**src/rtl/fetch_pkg.sv**
```systemverilog
`default_nettype none
// ============================================================================
//  Module      : fetch_pkg
//  Description : Shared encodings for the fetch/PC datapath front end:
//                PC source select codes, exception cause codes, the fetch
//                FSM state type and the default exception vector.
//  Revision    : 1.0 - initial release
// ============================================================================
package fetch_pkg;

  // PC source select
  localparam logic [1:0] PCSRC_ALU_RESULT = 2'b00;
  localparam logic [1:0] PCSRC_ALU_OUT    = 2'b01;
  localparam logic [1:0] PCSRC_JUMP       = 2'b10;
  localparam logic [1:0] PCSRC_RS         = 2'b11;

  // Exception cause codes (also the exceptionBits encoding, except bus error)
  localparam logic [1:0] CAUSE_NONE       = 2'b00;
  localparam logic [1:0] CAUSE_BUS_ERR    = 2'b01;
  localparam logic [1:0] CAUSE_OVERFLOW   = 2'b10;
  localparam logic [1:0] CAUSE_INVALID    = 2'b11;

  localparam logic [31:0] EXC_VECTOR_DEFAULT = 32'h0000_0080;

  typedef enum logic [0:0] {
    ST_IDLE = 1'b0,
    ST_WAIT = 1'b1
  } fetch_state_e;

endpackage : fetch_pkg
`default_nettype wire

```
**src/rtl/pc_next_mux.sv**
```systemverilog
`default_nettype none
// ============================================================================
//  Module      : pc_next_mux
//  Description : Combinational 4:1 selection of the next program counter.
//  Revision    : 1.0 - initial release
//  Ports       :
//    pc_src_i      in  2   select (ALU result, ALU out, jump, rs)
//    alu_result_i  in  32  combinational ALU output
//    alu_out_i     in  32  registered ALU output (branch target)
//    rs_data_i     in  32  register rs value (jr/jalr)
//    pc_hi_i       in  4   current pc[31:28] for jump region
//    ir_target_i   in  26  current ir[25:0] jump index
//    pc_next_o     out 32  selected next PC
// ============================================================================
module pc_next_mux
  import fetch_pkg::*;
(
  input  logic [1:0]  pc_src_i,
  input  logic [31:0] alu_result_i,
  input  logic [31:0] alu_out_i,
  input  logic [31:0] rs_data_i,
  input  logic [3:0]  pc_hi_i,
  input  logic [25:0] ir_target_i,
  output logic [31:0] pc_next_o
);

  always_comb begin
    pc_next_o = alu_result_i;
    case (pc_src_i)
      PCSRC_ALU_RESULT: pc_next_o = alu_result_i;
      PCSRC_ALU_OUT:    pc_next_o = alu_out_i;
      // Jump stays inside the current 256 MB region, word aligned.
      PCSRC_JUMP:       pc_next_o = {pc_hi_i, ir_target_i, 2'b00};
      PCSRC_RS:         pc_next_o = rs_data_i;
      default:          pc_next_o = alu_result_i;
    endcase
  end

endmodule : pc_next_mux
`default_nettype wire

```
**src/rtl/fetch_pc_unit.sv**
```systemverilog
`default_nettype none
// ============================================================================
//  Module      : fetch_pc_unit
//  Description : Datapath front end driven by the microprogrammed control
//                word. Owns PC, IR, MDR and EPC, runs the single-outstanding
//                memory handshake, and stalls the microsequencer while an
//                access is in flight. Exceptions (overflow, invalid opcode,
//                bus timeout) redirect the PC to EXC_VECTOR.
//  Revision    : 1.0 - initial release
//  Ports       :
//    clk, reset            clock / synchronous active-high reset
//    pcWr, pcWrCond, zero  PC write controls
//    pcSrc                 next-PC select
//    IorD                  0: fetch at PC, 1: data at aluOut
//    MemRd, MemWr, IRWr    memory / IR controls
//    exceptionBits         00 none, 10 overflow, 11 invalid
//    aluResult, aluOut     ALU values
//    rsData, wrData        register operands
//    mem_*                 memory request / response interface
//    stall                 hold the microsequencer
//    pc, ir, opCode, funcField, mdr, epc, cause, exc_valid  state outputs
// ============================================================================
module fetch_pc_unit
  import fetch_pkg::*;
#(
  parameter logic [31:0] RESET_PC    = 32'h0000_0000,
  parameter logic [31:0] EXC_VECTOR  = EXC_VECTOR_DEFAULT,
  parameter int          MEM_TIMEOUT = 16
) (
  input  logic        clk,
  input  logic        reset,
  input  logic        pcWr,
  input  logic        pcWrCond,
  input  logic [1:0]  pcSrc,
  input  logic        IorD,
  input  logic        MemRd,
  input  logic        MemWr,
  input  logic        IRWr,
  input  logic [1:0]  exceptionBits,
  input  logic [31:0] aluResult,
  input  logic [31:0] aluOut,
  input  logic [31:0] rsData,
  input  logic [31:0] wrData,
  input  logic        zero,
  input  logic [31:0] mem_rdata,
  input  logic        mem_ack,
  output logic        mem_req,
  output logic        mem_we,
  output logic [31:0] mem_addr,
  output logic [31:0] mem_wdata,
  output logic        stall,
  output logic [31:0] pc,
  output logic [31:0] ir,
  output logic [5:0]  opCode,
  output logic [5:0]  funcField,
  output logic [31:0] mdr,
  output logic [31:0] epc,
  output logic [1:0]  cause,
  output logic        exc_valid
);

  localparam int              CNT_W      = $clog2(MEM_TIMEOUT + 1);
  localparam logic [CNT_W-1:0] c_TMO_LAST = CNT_W'(MEM_TIMEOUT - 1);

  fetch_state_e     state_q;
  logic [31:0]      pc_q, ir_q, mdr_q, epc_q, ir_pc_q;
  logic [31:0]      mem_addr_q, mem_wdata_q;
  logic [1:0]       cause_q;
  logic             mem_req_q, mem_we_q, exc_valid_q;
  logic [CNT_W-1:0] tmo_cnt_q;

  // Control decisions captured at request time, applied on ack.
  logic             lat_irwr_q, lat_rd_q, lat_pcwe_q;
  logic [31:0]      lat_pc_next_q;

  logic [31:0]      pc_next_d;
  logic             pc_we;
  logic             exc_req;
  logic             mem_start;

  assign pc_we     = pcWr | (pcWrCond & zero);
  assign exc_req   = (exceptionBits != CAUSE_NONE);
  assign mem_start = MemRd | MemWr;

  pc_next_mux u_pc_next_mux (
    .pc_src_i     (pcSrc),
    .alu_result_i (aluResult),
    .alu_out_i    (aluOut),
    .rs_data_i    (rsData),
    .pc_hi_i      (pc_q[31:28]),
    .ir_target_i  (ir_q[25:0]),
    .pc_next_o    (pc_next_d)
  );

  always_ff @(posedge clk) begin
    // exc_valid is a single-cycle pulse; only entry paths below raise it.
    exc_valid_q <= 1'b0;
    if (reset) begin
      state_q       <= ST_IDLE;
      pc_q          <= RESET_PC;
      ir_q          <= '0;
      mdr_q         <= '0;
      epc_q         <= '0;
      ir_pc_q       <= '0;
      mem_addr_q    <= '0;
      mem_wdata_q   <= '0;
      cause_q       <= CAUSE_NONE;
      mem_req_q     <= 1'b0;
      mem_we_q      <= 1'b0;
      tmo_cnt_q     <= '0;
      lat_irwr_q    <= 1'b0;
      lat_rd_q      <= 1'b0;
      lat_pcwe_q    <= 1'b0;
      lat_pc_next_q <= '0;
    end else begin
      case (state_q)
        ST_IDLE: begin
          if (exc_req) begin
            // The invalid-instruction control word asserts every bit, so
            // any same-cycle memory or PC write must be suppressed here.
            epc_q       <= ir_pc_q;
            cause_q     <= exceptionBits;
            exc_valid_q <= 1'b1;
            pc_q        <= EXC_VECTOR;
          end else if (mem_start) begin
            mem_req_q     <= 1'b1;
            mem_we_q      <= MemWr & ~MemRd;
            mem_addr_q    <= IorD ? aluOut : pc_q;
            mem_wdata_q   <= wrData;
            lat_irwr_q    <= IRWr;
            lat_rd_q      <= MemRd;
            lat_pcwe_q    <= pc_we;
            lat_pc_next_q <= pc_next_d;
            tmo_cnt_q     <= '0;
            state_q       <= ST_WAIT;
          end else if (pc_we) begin
            pc_q <= pc_next_d;
          end
        end

        ST_WAIT: begin
          if (mem_ack) begin
            if (lat_irwr_q) begin
              ir_q    <= mem_rdata;
              ir_pc_q <= mem_addr_q;
            end else if (lat_rd_q) begin
              mdr_q <= mem_rdata;
            end
            if (lat_pcwe_q) begin
              pc_q <= lat_pc_next_q;
            end
            mem_req_q <= 1'b0;
            mem_we_q  <= 1'b0;
            state_q   <= ST_IDLE;
          end else if (tmo_cnt_q == c_TMO_LAST) begin
            // Bus error: abandon the access and its latched writes.
            mem_req_q   <= 1'b0;
            mem_we_q    <= 1'b0;
            cause_q     <= CAUSE_BUS_ERR;
            epc_q       <= mem_addr_q;
            pc_q        <= EXC_VECTOR;
            exc_valid_q <= 1'b1;
            tmo_cnt_q   <= '0;
            state_q     <= ST_IDLE;
          end else begin
            tmo_cnt_q <= tmo_cnt_q + CNT_W'(1);
          end
        end

        default: state_q <= ST_IDLE;
      endcase
    end
  end

  // Stall must rise in the same cycle the request is seen, hence combinational.
  assign stall = ((state_q == ST_IDLE) & mem_start & ~exc_req) | (state_q == ST_WAIT);

  assign mem_req   = mem_req_q;
  assign mem_we    = mem_we_q;
  assign mem_addr  = mem_addr_q;
  assign mem_wdata = mem_wdata_q;
  assign pc        = pc_q;
  assign ir        = ir_q;
  assign opCode    = ir_q[31:26];
  assign funcField = ir_q[5:0];
  assign mdr       = mdr_q;
  assign epc       = epc_q;
  assign cause     = cause_q;
  assign exc_valid = exc_valid_q;

endmodule : fetch_pc_unit
`default_nettype wire

```
**config.mk**
```make
export PLATFORM = sky130hd
export DESIGN_NAME = fetch_pc_unit
export DESIGN_NICKNAME = d
export VERILOG_FILES = /design/src/rtl/fetch_pkg.sv /design/src/rtl/pc_next_mux.sv /design/src/rtl/fetch_pc_unit.sv
export SDC_FILE = /design/constraint.sdc
export NUM_CORES = 1
export LEC_CHECK = 0
export CAP_MARGIN = 20
export CORE_MARGIN = 10
export CORE_UTILIZATION = 63
export CTS_CLUSTER_DIAMETER = 60
export DETAILED_ROUTE_END_ITERATION = 12
export DONT_BUFFER_PORTS = 1
export PLACE_DENSITY = 0.8
export SLEW_MARGIN = 25
export SYNTH_ARGS = -nofsm -noshare
export SYNTH_HDL_FRONTEND = slang
export SYNTH_HIERARCHICAL = 1
export SYNTH_SLANG_ARGS = --single-unit
```
**constraint.sdc**
```tcl
create_clock -name clk -period 2.1 [get_ports clk]
set_input_delay 0.42 -clock clk [delete_from_list [all_inputs] [get_ports clk]]
set_output_delay 0.42 -clock clk [all_outputs]
set_load 0.02 [all_outputs]
```
==> qor.yml <==
syn_inst: 1260
multiInputGateArea_um2: 5170
netSwitchingFraction: 0.253
clkTransAtPathRegs_ns: 0.06
grt_max_degree: 269
ys_ff_latch: 270
fp.dieW_um: 153
fin_total_pwr_w: 0.0115
synth_top_cell_by_area: "dfxtp_1"
syn_area_um2: 11100
min_period_over_period: 0.941
numCtsBuffers: 27
worst_hold_slack_ns: -0.0282
post-dp-hpwl_um: 25100
num_io_pins: 384
tightest_slew_ns: 0.680
gp_congestion: 0.837
rsz0062_at_grt: "no"
synth_edf_count: 0
setup-violations-final: 0
p_sw_w: 0.00290
dpl.cell_count: 1387
nNetsFinal: 1373
antenna_left: 0
fin_crit_ns: 1.98
violations: "hold timing"
wl_per_cell_um: 24.4
endpoint_kind: "flop"
grt_overflow_total: 0
core_area_um2: 17300
maxCapViolCount: 0
yosysTopAreaCellShare: 0.486
drt_first_pass_iters: 5
utilization: 0.701
arrival_ns: 2.45
die_h_um: 153
die_area_um2: 23400
finalSetupTns_ns: 0
clkSinkCount: 270
finalNonFillerCells: 1449
cts_tree: "done"
r2r-end: "tmo_cnt_q[0]"
hold_viol: 5
yosysSeqAreaShare: 0.486
clockRootBuffer: "clkbuf_16"
cp.required_ns: 2.57
ir_drop_v: 0.000675
drtIter0Drc: 910
combPwrFrac: 0.070
area_growth_pct: 9.09
htree_levels: 1
yosys_most_used_dff: "dfxtp_1"
start_util: 0.643
power_density_nw_per_um2: 946
vias: 9175
syn_nets: 1435
grt_use_total: 0.281
crit_fanout: 5
internal-power_w: 0.00858
synth_top_cells_by_area: "dfxtp_1 (49%), nand2_1 (11%), a21oi_1 (9.1%)"
slew_viol_final: 0
hp-class: "primary input to flop"
io_buffers: 0
slew_headroom: 0.546
avgSynthCellArea_um2: 8.82
setup.worst_path.end: "tmo_cnt_q[0]"
status: "finished with violations"
fin_skew_ns: 0.0129
synth_warnings: 6
rr_worst_depth: 6
grt_pass1_wl_um: 53200
fill_cells: 1307
startpoint_type: "flop"
rows: 48
netlist-cell-type-count: 39
seq_area_um2: 5410
pwr-share-seq: 0.505
power_leakage_nw: 4.11
r2r_slack_ns: 0.12
criticalPathCategory: "flop to flop"
fmax_ghz: 0.506
drc: 0
cp-startpoint: "tmo_cnt_q[0]"
antenna_found_initial: 9
grt_pass1_vias: 8700
cts_buffer_depth: 3
clk_latency_ns: 0.53
cts_hold_buffers: 6
via_per_inst: 6.33
power_frac_clock: 0.425
rr_startpoint: "tmo_cnt_q[0]"
finalWirelength_um: 35300
drive_gt1_frac: 0.0946
async_flop_share: 0
-- worst min-delay path by stage --
stage,slack [ns],cells past startpoint,start,end
5_1_grt,-0.06,1,reset,ir_pc_q[7]
2_1_floorplan,0.44,2,ir_pc_q[0],ir_pc_q[0]
6_report,-0.03,1,reset,epc[7]
3_3_place_gp,0.44,2,ir_pc_q[6],ir_pc_q[6]
3_5_place_dp,0.44,2,ir_pc_q[2],ir_pc_q[2]
4_1_cts,-0.03,1,reset,epc[17]
-- cell usage in the layout (no fill, tap or decap), types with 2 or more instances in the layout --
| cell | count |
|---|---|
| nand4b_1 | 2 |
| clkbuf_8 | 8 |
| nand2_1 | 326 |
| bufinv_16 | 2 |
| nand3_1 | 2 |
| nor2_1 | 71 |
| buf_12 | 6 |
| clkinvlp_4 | 3 |
| mux4_2 | 28 |
| dlygate4sd3_1 | 6 |
| mux2i_1 | 65 |
| mux2_2 | 2 |
| a21oi_1 | 202 |
| clkbuf_16 | 27 |
| mux4_1 | 2 |
| nand2b_1 | 3 |
| or3_1 | 2 |
| dfxtp_1 | 269 |
| o21ai_0 | 5 |
| a2bb2oi_4 | 2 |
| a22oi_1 | 31 |
| inv_1 | 3 |
| buf_4 | 20 |
| and2_1 | 3 |
| nand2_2 | 2 |
| clkinv_2 | 5 |
| diode_2 | 8 |
| a211oi_1 | 96 |
| a22o_1 | 2 |
-- Yosys cell counts (2+ instances only) --
cell type / instances
a211oi_1: 97
a21oi_1: 202
a22o_1: 2
a22oi_1: 31
a2bb2oi_1: 2
and2_1: 4
buf_12: 2
buf_2: 32
buf_4: 12
clkbuf_1: 75
dfxtp_1: 270
inv_1: 3
mux2_2: 2
mux2i_1: 65
mux4_1: 2
mux4_2: 28
nand2_1: 328
nand2b_1: 3
nand3_1: 2
nand4b_1: 2
nor2_1: 72
nor3b_1: 2
o21ai_0: 5
or3_1: 2
-- power by group through the flow --
stage	Combinational, W	Sequential (W)	Clock, W
after global placement	0.000758	0.00590	0
final	0.000799	0.00580	0.00488
after detailed placement	0.000783	0.00591	0
after CTS	0.000793	0.00580	0.00491
after floorplan	0.000744	0.00579	0
after global routing	0.000884	0.00582	0.00514
-- routing by layer --
metal  vias up  part of all wire  track usage
met5         -            0.0012            0
met1      4355              0.37        0.336
met2       493              0.48        0.456
met3        52              0.13        0.116
met4         6             0.018       0.0777
li1       4269                 -            -
-- stage by stage --
step | setup slack [ns] | hold slack, ns | cell area, µm²
2_1_floorplan | 0.280 | 0.436 | 11100
3_5_place_dp | 0.126 | 0.441 | 11100
3_3_place_gp | 0.197 | 0.436 | 11100
5_1_grt | 0.0156 | -0.0557 | 12100
6_report | 0.125 | -0.0282 | 12100
4_1_cts | 0.109 | -0.0349 | 12100
-- flip-flops by register name (all words and copies together) (netlist names) --
| name | flops |
|---|---|
| mem_req | 1 |
| mem_we | 1 |
| ir | 32 |
| mdr | 32 |
| lat_irwr_q | 1 |
| lat_pc_next_q | 32 |
| lat_rd_q | 1 |
| epc | 32 |
| mem_wdata | 32 |
| cause | 2 |
| tmo_cnt_q | 5 |
| ir_pc_q | 32 |
| state_q | 1 |
| exc_valid | 1 |
| lat_pcwe_q | 1 |
| mem_addr | 32 |
| pc | 32 |
-- worst max-delay path, stage by stage, from the launching register on --
cell	delay, ns
dfxtp_1	0.34
ha_2	0.22
and4b_1	0.25
nor2_1	0.21
nor2_1	0.07
a311oi_1	0.24
dlygate4sd3_1	0.58
-- layout make-up --
type,instances,area share
clock inverters,11,0.00960
inverters,3,0.000929
diodes,8,0.00165
clock buffers,36,0.0651
well taps,225,0.0232
flip-flops and latches,270,0.446
repair buffers,32,0.0272
multi-input cells,864,0.426
-- cell families after synthesis --
family                     count (synthesis)  share of synthesized area
and+or+nand+nor                          422                      0.149
AOI/OAI and AO/OA                        344                      0.187
DFF                                      270                      0.486
buffers and inverters                    126                     0.0548
muxes                                     97                      0.122
adders and majority gates                  1                    0.00113
-- what timing repair did --
| action | CTS | global route |
|---|---|---|
| resized for setup | 0 | 2 |
| setup endpoints to repair | 0 | 29 |
| hold endpoints to repair | 195 | 190 |
| buffers inserted | 0 | 1 |
Note: power is estimated with default switching activity, not from simulation.
